## config.mk

```make
export PLATFORM = sky130hd
export DESIGN_NAME = sp_window_loader
export DESIGN_NICKNAME = d
export VERILOG_FILES = /design/src/rtl/sp_window_loader.sv
export SDC_FILE = /design/constraint.sdc
export NUM_CORES = 1
export LEC_CHECK = 0
export CORE_UTILIZATION = 40
export DETAILED_ROUTE_END_ITERATION = 12
export PLACE_DENSITY = 0.68
export SLEW_MARGIN = 30
export SYNTH_ARGS = -nofsm -noshare
export SYNTH_HDL_FRONTEND = slang
export SYNTH_SLANG_ARGS = --single-unit
```

## constraint.sdc

```tcl
create_clock -name clk -period 2.6 [get_ports clk]
set_input_delay 0.78 -clock clk [delete_from_list [all_inputs] [get_ports clk]]
set_output_delay 0.78 -clock clk [all_outputs]
set_load 0.01 [all_outputs]
```

## src/rtl/sp_window_loader.sv

```systemverilog
// sp_window_loader: serial pixel stream -> 8x8 window for sp_interpolator.
// Optional macro SP_WIN_SOF_CHECK_EN enables pix_sof restart and sof_err.
module sp_window_loader #(
  parameter int PIX_W = 8,
  parameter int WIN_N = 8,
  parameter int CNT_W = 8
) (
  input  logic                         clk,
  input  logic                         rst_n,
  input  logic [PIX_W-1:0]             pix_data,
  input  logic                         pix_valid,
  input  logic                         pix_sof,
  output logic                         pix_ready,
  output logic [WIN_N*WIN_N*PIX_W-1:0] win_flat,
  output logic                         win_valid,
  input  logic                         win_ready,
  output logic [CNT_W-1:0]             win_cnt,
  output logic                         sof_err
);

  localparam int NPIX  = WIN_N * WIN_N;
  localparam int IDX_W = $clog2(NPIX);
  localparam logic [IDX_W-1:0] LAST = IDX_W'(NPIX - 1);

  typedef enum logic {
    FILL = 1'b0,
    HOLD = 1'b1
  } state_e;

  state_e           state_q, state_d;
  logic [IDX_W-1:0] idx_q, idx_d;
  logic [CNT_W-1:0] cnt_q, cnt_d;
  logic             sof_err_q, sof_err_d;
  logic             xfer;
  logic             restart;
  logic             wr_en;
  logic [IDX_W-1:0] wr_idx;
  logic [PIX_W-1:0] win_q [NPIX];

  assign pix_ready = rst_n & (state_q == FILL);
  assign xfer      = pix_valid & pix_ready;
  assign win_valid = (state_q == HOLD);
  assign win_cnt   = cnt_q;
  assign sof_err   = sof_err_q;

`ifdef SP_WIN_SOF_CHECK_EN
  // sof on a non-first beat restarts the window at index 0
  assign restart = xfer & pix_sof & (idx_q != '0);
`else
  logic unused_sof;
  assign unused_sof = pix_sof;
  assign restart    = 1'b0;
`endif

  // next-state, fill index, handoff counter and write strobe
  always_comb begin
    state_d   = state_q;
    idx_d     = idx_q;
    cnt_d     = cnt_q;
    sof_err_d = 1'b0;
    wr_en     = 1'b0;
    wr_idx    = idx_q;
    unique case (1'b1)
      (state_q == FILL): begin
        if (xfer) begin
          wr_en = 1'b1;
          if (restart) begin
            wr_idx    = '0;
            idx_d     = IDX_W'(1);
            sof_err_d = 1'b1;
          end else if (idx_q == LAST) begin
            idx_d   = '0;
            state_d = HOLD;
          end else begin
            idx_d = idx_q + IDX_W'(1);
          end
        end
      end
      (state_q == HOLD): begin
        if (win_ready) begin
          state_d = FILL;
          cnt_d   = cnt_q + CNT_W'(1);
        end
      end
      default: state_d = FILL;
    endcase
  end

  // control state registers
  always_ff @(posedge clk or negedge rst_n) begin
    if (!rst_n) begin
      state_q   <= FILL;
      idx_q     <= '0;
      cnt_q     <= '0;
      sof_err_q <= 1'b0;
    end else begin
      state_q   <= state_d;
      idx_q     <= idx_d;
      cnt_q     <= cnt_d;
      sof_err_q <= sof_err_d;
    end
  end

  // window storage; untouched while holding
  always_ff @(posedge clk or negedge rst_n) begin
    if (!rst_n) begin
      for (int i = 0; i < NPIX; i++) begin
        win_q[i] <= '0;
      end
    end else if (wr_en) begin
      win_q[wr_idx] <= pix_data;
    end
  end

  // raster flatten: Irc at ((r-1)*WIN_N+(c-1))*PIX_W
  always_comb begin
    win_flat = '0;
    for (int i = 0; i < NPIX; i++) begin
      win_flat[i*PIX_W +: PIX_W] = win_q[i];
    end
  end

endmodule

```

==> out/qor.yml, run 1 <==
status:
  status: "completed"
die:
  start_util_pct: 40.5
  die_area_sq_um: 52800
  core_area_sq_um: 51300
  ios: 536
  rows: 83
  die_h_microns: 230
  die_w_microns: 230
setup_path:
  path_cells: "clkdlybuf4s50_1"
  cp.arrival_ns: 1.63
  cp-start-kind: "register"
  critPathMaxStageDelay_ns: 0.60
  crit_type: "reg -> out"
  required_ns: 1.82
  cp_slowest_cell: "clkdlybuf4s50_1"
  crit_buf_inv: 1
  end_kind: "primary output"
  critPathTopFamily: "buffers and inverters"
  path_max_fanout: 4
global_route:
  grt.total_usage_pct: 22.7
  grt_first_pass_wirelength_microns: 90500
  grt_pass1_vias: 13875
  grt_max_degree: 138
  antenna_found_initial: 1
  grt.overflow.total: 0
yosys:
  ys_seq_elements: 527
  avgSynthCellArea_sq_um: 16.4
  synth_edf_count: 0
  yosysSeqAreaShare_pct: 63.5
  netlist_area_sq_um: 20800
  synthDistinctLibCells: 47
  mappedNetlistNets: 1279
  synth_cells: 1264
  ys.flop_type: "dfrtp_1"
  async_flop_share_pct: 100
  yosysWarningCount: 0
clock_network:
  numCtsBuffers: 55
  clock_sink_count: 527
  worstSkewPairLatency_ns: 0.60
  ctsResizeCount: 1
  cts-root-buf: "clkbuf_16"
  clk_pin_slew_worst_paths_ns: 0.06
  h-tree-depth: 2
  cts_tree: "built"
  cts_setup_buffers: 0
  postCtsHoldBufs: 0
  clock_path_buffers: 3
routing:
  post_drt_via_cell_ratio: 5.11
  first_pass_iters: 4
  drt.antenna.violating_nets: 0
  drcViolationCount: 0
  wl_per_cell_microns: 23.3
  wl_microns: 59800
  drt-initial-drc-count: 628
  num_vias: 13078
sta:
  fmax_mhz: 416
  rsz0062_at_grt: "no"
  hold_slack_ns: 0.154
  post-route-min-period_ns: 2.41
  post-route-period-util_pct: 92.5
  fin_skew_ns: 0.0198
  slew_headroom_pct: 41.0
  tightestPinTransition_ns: 0.885
  setup_ws_ns: 0.195
  hold_viol: 0
  setup_viol: 0
  slew_viol_final: 0
hold_path:
  hold_class: "in -> async"
finish:
  instances_no_fill: 2561
  multiInputGateArea_sq_um: 7140
  fillerInstances: 4076
  design_area_sq_um: 29400
  final-seq-area_sq_um: 13200
  area_growth_syn_to_layout_pct: 41.8
  finalNetCount: 1854
  drive_above_1_share_pct: 39.8
placement:
  routabilityCongestion: 0.791
  pre_cts_slack_ns: -0.106
  place_inst: 2462
  io_buffer_count: 533
  dp_hpwl_microns: 39400
  dpl-instance-area_sq_um: 27600
job:
  maxCapViolations: 0
pwr:
  peakVddDrop_mv: 0.756
  p_per_area_nw_per_um2: 769
  leakage_nw: 13.9
cell families (layout without fill, tap and decap cells):
kind of cell / Yosys count / count (layout) / synth area share (%)
flops: 527 / 527 / 63.5
other cells: 1 / 2 / 0.0181
compound gates: 6 / 6 / 0.181
xor+xnor: 9 / 9 / 0.380
buf+inv: 90 / 706 / 2.09
mux: 513 / 513 / 28.0
fa+ha+maj: 2 / 2 / 0.121
simple gates: 116 / 116 / 5.72
path summary, 6_finish.rpt:
path                       slack, ns  cells after the start  startpoint             to
min                             0.15                      2       rst_n       idx_q[0]
max                             0.19                      1  win_cnt[4]     win_cnt[4]
max in group asynchronous       0.99                      4       rst_n  win_flat[231]
min reg2reg                     0.48                      1  win_cnt[7]     win_cnt[7]
min in group clk                0.48                      1  win_cnt[7]     win_cnt[7]
max reg2reg                     0.48                      4    idx_q[5]    win_flat[6]
cell usage in the layout, fill, tap and decap left out, types with 4 or more instances in the layout:
| cell type | n |
|---|---|
| buf_12 | 47 |
| dfrtp_1 | 527 |
| clkbuf_16 | 56 |
| mux2_4 | 8 |
| nor3_4 | 29 |
| clkinv_2 | 9 |
| clkbuf_8 | 12 |
| buf_4 | 25 |
| nand2_1 | 9 |
| mux2_2 | 504 |
| and3b_1 | 4 |
| buf_2 | 8 |
| clkdlybuf4s50_1 | 523 |
| clkbuf_1 | 12 |
| nand3_2 | 25 |
| nand3_1 | 11 |
| xnor2_1 | 6 |
layer usage:
layer  vias to the layer above  part of all wire (%)  track usage [%]
li1                       5646                     -                -
met1                      6889                    41             29.2
met2                       424                    49             37.5
met3                       117                   6.0             5.05
met4                         2                   3.4             8.82
met5                         -                 0.022                0
per-stage QoR:
| step | setup TNS [ns] | total power, mW | utilization, % |
|---|---|---|---|
| after CTS | 0 | 22.9 | 57.4 |
| after global routing | 0 | 23.6 | 57.4 |
| after floorplan | 0 | 12.0 | - |
| after detailed placement | -6.11 | 15.0 | 53.8 |
| final | 0 | 22.6 | 57.4 |
| after global placement | -4.66 | 14.9 | 53.8 |
where the power goes:
group	total (mW)	leakage, nW	internal (mW)	switching [mW]
registers	9.83	7.19	9.24	0.594
clock network	7.80	0.889	4.59	3.21
logic	5.01	5.80	2.69	2.32
total	22.6	13.9	16.5	6.13
cell type report:
cell class / count / area share (%)
Inverter: 3 / 0.0383
Multi-Input combinational cell: 647 / 24.3
Tap cell: 680 / 2.89
Antenna cell: 1 / 0.00850
Sequential cell: 527 / 44.8
Timing Repair Buffer: 605 / 21.8
Clock buffer: 80 / 5.48
Clock inverter: 18 / 0.655
cell usage after synthesis, types with 3 or more instances:
master,number,area [sq um]
nor2b_1,3,18.8
buf_6,6,67.6
dfrtp_1,527,13200
xor2_1,3,26.3
buf_2,9,45.0
buf_1,11,41.3
xnor2_1,6,52.6
or3b_1,3,26.3
nand4_1,3,18.8
clkbuf_1,50,188
nand3_1,11,55.1
nor3_4,29,472
mux2_4,8,120
nand2_1,9,33.8
and3b_1,4,35.0
inv_1,3,11.3
nand3_2,25,250
nor3_1,3,15.0
nor3b_2,3,37.5
nor2_1,3,11.3
mux2_2,504,5680
buf_4,10,75.1
flip-flops by register name, indices dropped and copies added (netlist names):
signal / flops
idx_q: 6
win_cnt: 8
win_flat: 512
win_valid: 1
No activity file was read; power rests on OpenSTA's default activity.
==> run 2: changes to the inputs <==
Settings changed: CTS_CLUSTER_SIZE from default to 16.
==> out/qor.yml, run 2 (synthesis results as in run 1) <==
sta:
  rsz0062_at_grt: "no"
  slew_headroom_pct: 40.6  # -0.41 points
  fin_skew_ns: 0.0186  # -0.00113 ns
  slew_viol_final: 0  # unchanged
  setup_viol: 0  # unchanged
  setup_ws_ns: 0.185  # -0.00954 ns
  fmax_mhz: 414  # -0.40%
  post-route-period-util_pct: 92.9  # +0.37 points
  post-route-min-period_ns: 2.41  # +0.00954 ns
  hold_viol: 0  # unchanged
  tightestPinTransition_ns: 0.891  # +0.00617 ns
status:
  status: "completed"
pwr:
  p_per_area_nw_per_um2: 766  # -0.46%
  total_power_mw: 22.5  # -0.57%
  peakVddDrop_mv: 0.756  # about the same
  leakage_nw: 13.9  # -0.11%
clock_network:
  numCtsBuffers: 55  # unchanged
  h-tree-depth: 2  # unchanged
  clock_sink_count: 527  # unchanged
  cts-root-buf: "clkbuf_16"
  clock_path_buffers: 3  # unchanged
  clk_pin_slew_worst_paths_ns: 0.06  # about the same
  cts_tree: "built"
  worstSkewPairLatency_ns: 0.60  # about the same
  postCtsHoldBufs: 0  # unchanged
  cts_setup_buffers: 0  # unchanged
global_route:
  grt_pass1_vias: 13874  # -0.0072%
  grt_max_degree: 138  # unchanged
  antenna_found_initial: 1  # unchanged
  grt_first_pass_wirelength_microns: 90500  # about the same
  grt.overflow.total: 0  # unchanged
  grt.total_usage_pct: 22.8  # about the same
routing:
  met1_length_microns: 24900  # +0.44%
  drcViolationCount: 0  # unchanged
  wl_microns: 59800  # about the same
  drt.antenna.violating_nets: 0  # unchanged
  num_vias: 13063  # -0.11%
  dr_wl_met3_microns: 3520  # -1.2%
  wl_per_cell_microns: 23.4  # about the same
  post_drt_via_cell_ratio: 5.10  # -0.11%
  dr.max_layer_used: "met5"
  drt-initial-drc-count: 604  # -3.8%
  dr_wl_met2_microns: 29400  # about the same
  first_pass_iters: 4  # unchanged
placement:
  routabilityCongestion: 0.791  # unchanged
  io_buffer_count: 533  # unchanged
  pre_cts_slack_ns: -0.106  # unchanged
  dpl-instance-area_sq_um: 27600  # unchanged
  dp_hpwl_microns: 39400  # unchanged
  place_inst: 2462  # unchanged
die:
  start_util_pct: 40.5  # unchanged
  rows: 83  # unchanged
  die_h_microns: 230  # unchanged
  core_area_sq_um: 51300  # unchanged
  die_w_microns: 230  # unchanged
  die_area_sq_um: 52800  # unchanged
  ios: 536  # unchanged
hold_path:
  hold_class: "in -> async"
finish:
  multiInputGateArea_sq_um: 7140  # unchanged
  final-seq-area_sq_um: 13200  # unchanged
  area_growth_syn_to_layout_pct: 41.6
  instances_no_fill: 2561  # unchanged
  drive_above_1_share_pct: 39.7  # -0.053 points
  finalNetCount: 1854  # unchanged
  largest_reg_flops: 512  # unchanged
  fillerInstances: 4082  # +0.15%
  final_common_cell: "dfrtp_1"
  final_cell_mix: "dfrtp_1, clkdlybuf4s50_1, mux2_2"
  design_area_sq_um: 29400  # -0.11%
setup_path:
  path_max_fanout: 4  # unchanged
  critPathTopFamily: "buffers and inverters"
  critPathMaxStageDelay_ns: 0.60  # about the same
  path_cells: "clkdlybuf4s50_1"
  crit_buf_inv: 1  # unchanged
  required_ns: 1.82  # about the same
  cp-start-kind: "register"
  r2r_start: "idx_q[2]"
  crit_type: "reg -> out"
  reg2reg_depth: 5  # +1
  r2r-end: "win_flat[177]"
  cp_slowest_cell: "clkdlybuf4s50_1"
  cp.arrival_ns: 1.63  # about the same
  end_kind: "primary output"
  r2r_setup_slack_ns: 0.48  # about the same
job:
  maxCapViolations: 0  # unchanged
run 2: area by class of cell:
cell class                      count  share of cell area (%)
Clock inverter                     18                   0.579
Multi-Input combinational cell    647                    24.3
Sequential cell                   527                    44.9
Timing Repair Buffer              605                    21.9
Antenna cell                        1                 0.00851
Clock buffer                       80                    5.45
Tap cell                          680                    2.89
Inverter                            3                  0.0383
run 2: what timing repair did:
action | CTS | global route
resized for setup | 1 | 0
endpoints found under the hold margin | 0 | 0
setup endpoints to repair | 1 | 0
run 2: power by group:
group	internal, mW	switching, mW	total [mW]
sequential	9.24	0.591	9.83
combinational	2.69	2.31	5.01
clock	4.46	3.21	7.68
total	16.4	6.12	22.5
run 2: metrics by stage:
step                      hold WS, ns  setup TNS [ns]  util, %
after floorplan                 0.484               0        -
after global placement          0.463           -4.66     53.8
after detailed placement        0.468           -6.11     53.8
after CTS                       0.104               0     57.3
after global routing            0.118               0     57.3
final                           0.153               0     57.3
run 2: how the worst max path moves through the flow:
stage / slack [ns] / startpoint / depth (start not counted) / endpoint
finish: 0.19 / win_cnt[4] / 1 / win_cnt[4]
global route: 0.09 / win_cnt[2] / 1 / win_cnt[2]
CTS: 0.14 / win_cnt[0] / 1 / win_cnt[0]
detailed placement: -0.11 / pix_valid / 5 / win_flat[6]
global placement: -0.07 / pix_valid / 5 / win_flat[10]
floorplan: 0.58 / rst_n / 4 / win_flat[184]
run 2: per-layer routing:
layer	global-route usage, %	vias to the layer above
met3	5.07	115
met4	8.73	2
met5	0	-
li1	-	5641
met1	29.2	6891
met2	37.6	414
==> run 3: changes to the inputs <==
Settings changed: PLACE_DENSITY 0.68 to 0.78.
==> out/qor.yml, run 3 (synthesis results as in run 1) <==
placement:
  dp_hpwl_microns: 39800  # +1.0%
  routabilityCongestion: 0.765  # -3.3%
  io_buffer_count: 533  # unchanged
  place_inst: 2465  # +0.12%
status:
  status: "completed"
pwr:
  peakVddDrop_mv: 0.696  # -7.8%
  total_power_mw: 22.9  # +1.5%
  p_per_area_nw_per_um2: 774  # +1.0%
  leakage_nw: 13.9  # +0.59%
routing:
  post_drt_via_cell_ratio: 5.15  # +0.87%
  met1_length_microns: 23800  # -4.3%
  wl_microns: 59500  # -0.53%
  dr_wl_met3_microns: 3800  # +8.1%
  dr_wl_met2_microns: 29800  # +1.5%
  num_vias: 13218  # +1.2%
  drcViolationCount: 0  # unchanged
  dr.max_layer_used: "met5"
  wl_per_cell_microns: 23.2  # -0.84%
  drt.antenna.violating_nets: 0  # unchanged
  drt-initial-drc-count: 464  # -23%
  first_pass_iters: 4  # unchanged
clock_network:
  cts_setup_buffers: 0  # unchanged
  cts-root-buf: "clkbuf_16"
  clock_path_buffers: 3  # unchanged
  clock_sink_count: 527  # unchanged
  h-tree-depth: 2  # unchanged
  worstSkewPairLatency_ns: 0.61  # about the same
  clk_pin_slew_worst_paths_ns: 0.06  # about the same
  cts_tree: "built"
  numCtsBuffers: 55  # unchanged
global_route:
  grt.overflow.total: 0  # unchanged
  grt_max_degree: 153  # +11%
  grt_first_pass_wirelength_microns: 90400  # about the same
  grt_pass1_vias: 14231  # +2.6%
  antenna_found_initial: 1  # unchanged
  grt.total_usage_pct: 22.5  # -0.22 points
die:
  start_util_pct: 40.5  # unchanged
  die_w_microns: 230  # unchanged
  ios: 536  # unchanged
  die_area_sq_um: 52800  # unchanged
  rows: 83  # unchanged
  core_area_sq_um: 51300  # unchanged
  die_h_microns: 230  # unchanged
sta:
  slew_headroom_pct: 34.0  # -6.6 points
  setup_viol: 0  # unchanged
  slew_viol_final: 0  # unchanged
  hold_viol: 0  # unchanged
  post-route-min-period_ns: 2.51  # +0.0946 ns
  tns_ns: 0  # unchanged
  fmax_mhz: 399  # -3.8%
  fin_skew_ns: 0.0346  # +0.0159 ns
  post-route-period-util_pct: 96.5  # +3.6 points
  tightestPinTransition_ns: 0.990  # +0.0986 ns
  rsz0062_at_grt: "no"
setup_path:
  r2r_setup_slack_ns: 0.39  # -0.09 ns
  end_kind: "primary output"
  cp_slowest_cell: "clkdlybuf4s50_1"
  path_max_fanout: 13  # +9
  critPathTopFamily: "buffers and inverters"
  cp.arrival_ns: 1.73  # +0.10 ns
  path_cells: "clkdlybuf4s50_1"
  crit_type: "reg -> out"
  critPathMaxStageDelay_ns: 0.62  # +0.02 ns
  required_ns: 1.82  # about the same
  cp-start-kind: "register"
  cp-startpoint: "win_valid"
  crit_buf_inv: 1  # unchanged
  r2r_start: "idx_q[5]"
finish:
  area_growth_syn_to_layout_pct: 42.3
  final_common_cell: "dfrtp_1"
  instances_no_fill: 2569  # +0.31%
  antennaDiodeCount: 0  # -1
  finalNetCount: 1857  # +0.16%
  final_cell_mix: "dfrtp_1, clkdlybuf4s50_1, mux2_2"
  drive_above_1_share_pct: 40.3  # +0.55 points
  largest_reg_flops: 512  # unchanged
  fillerInstances: 4010  # -1.8%
hold_path:
  hold_class: "in -> async"
job:
  maxCapViolations: 0  # unchanged
[run 3: cell types whose count changed in the layout (fill, tap and decap cells not counted), moves of 2 or more]
| cell | before | now |
|---|---|---|
| clkbuf_1 | 13 | 7 |
| nor2b_1 | 1 | 3 |
| clkinv_2 | 10 | 14 |
| nor2b_2 | 2 | 0 |
| buf_4 | 25 | 27 |
| clkbuf_8 | 11 | 17 |
[run 3: timing repair]
item | in CTS | in global routing
endpoints found under the setup margin | 2 | 0
hold buffers | 0 | 0
gates resized for setup | 2 | 0
[run 3: cell type report]
class                   count  area, sq um  share of cell area [%]
flip-flops and latches    527        13200                    44.6
clock inverters            24          225                   0.762
multi-input cells         647         7140                    24.2
clock buffers              80         1660                    5.62
repair buffers            608         6470                    21.9
well taps                 680          851                    2.88
inverters                   3         11.3                  0.0381
[run 3: layer usage]
metal,global-route usage (%),up-vias
li1,-,5654
met1,27.6,6999
met2,38.2,438
met3,5.62,125
met4,8.90,2
met5,0,-
[run 3: final timing paths]
| path | to | depth (start not counted) |
|---|---|---|
| hold / removal | idx_q[1] | 2 |
| setup reg to reg | win_flat[272] | 4 |
| setup / recovery | win_valid | 1 |
| max in group asynchronous | win_flat[281] | 3 |
| hold reg to reg | win_flat[287] | 1 |
| min in group clk | win_flat[287] | 1 |
[run 3: per-stage QoR]
step | utilization (%) | worst slack [ns] | hold slack (ns) | instance area [sq um]
6_report | 57.6 | 0.0907 | 0.147 | 29500
5_1_grt | 57.6 | 0.00621 | 0.115 | 29500
4_1_cts | 57.6 | 0.0408 | 0.0961 | 29500
3_5_place_dp | 53.9 | -0.0978 | 0.469 | 27700
3_3_place_gp | 53.9 | -0.0410 | 0.460 | 27700
2_1_floorplan | - | 0.580 | 0.484 | 20800
[run 3: where the power goes]
part	internal, mW	total (mW)	switching, mW
Sequential	9.24	9.86	0.621
Combinational	2.71	5.01	2.30
Clock	4.74	7.99	3.25
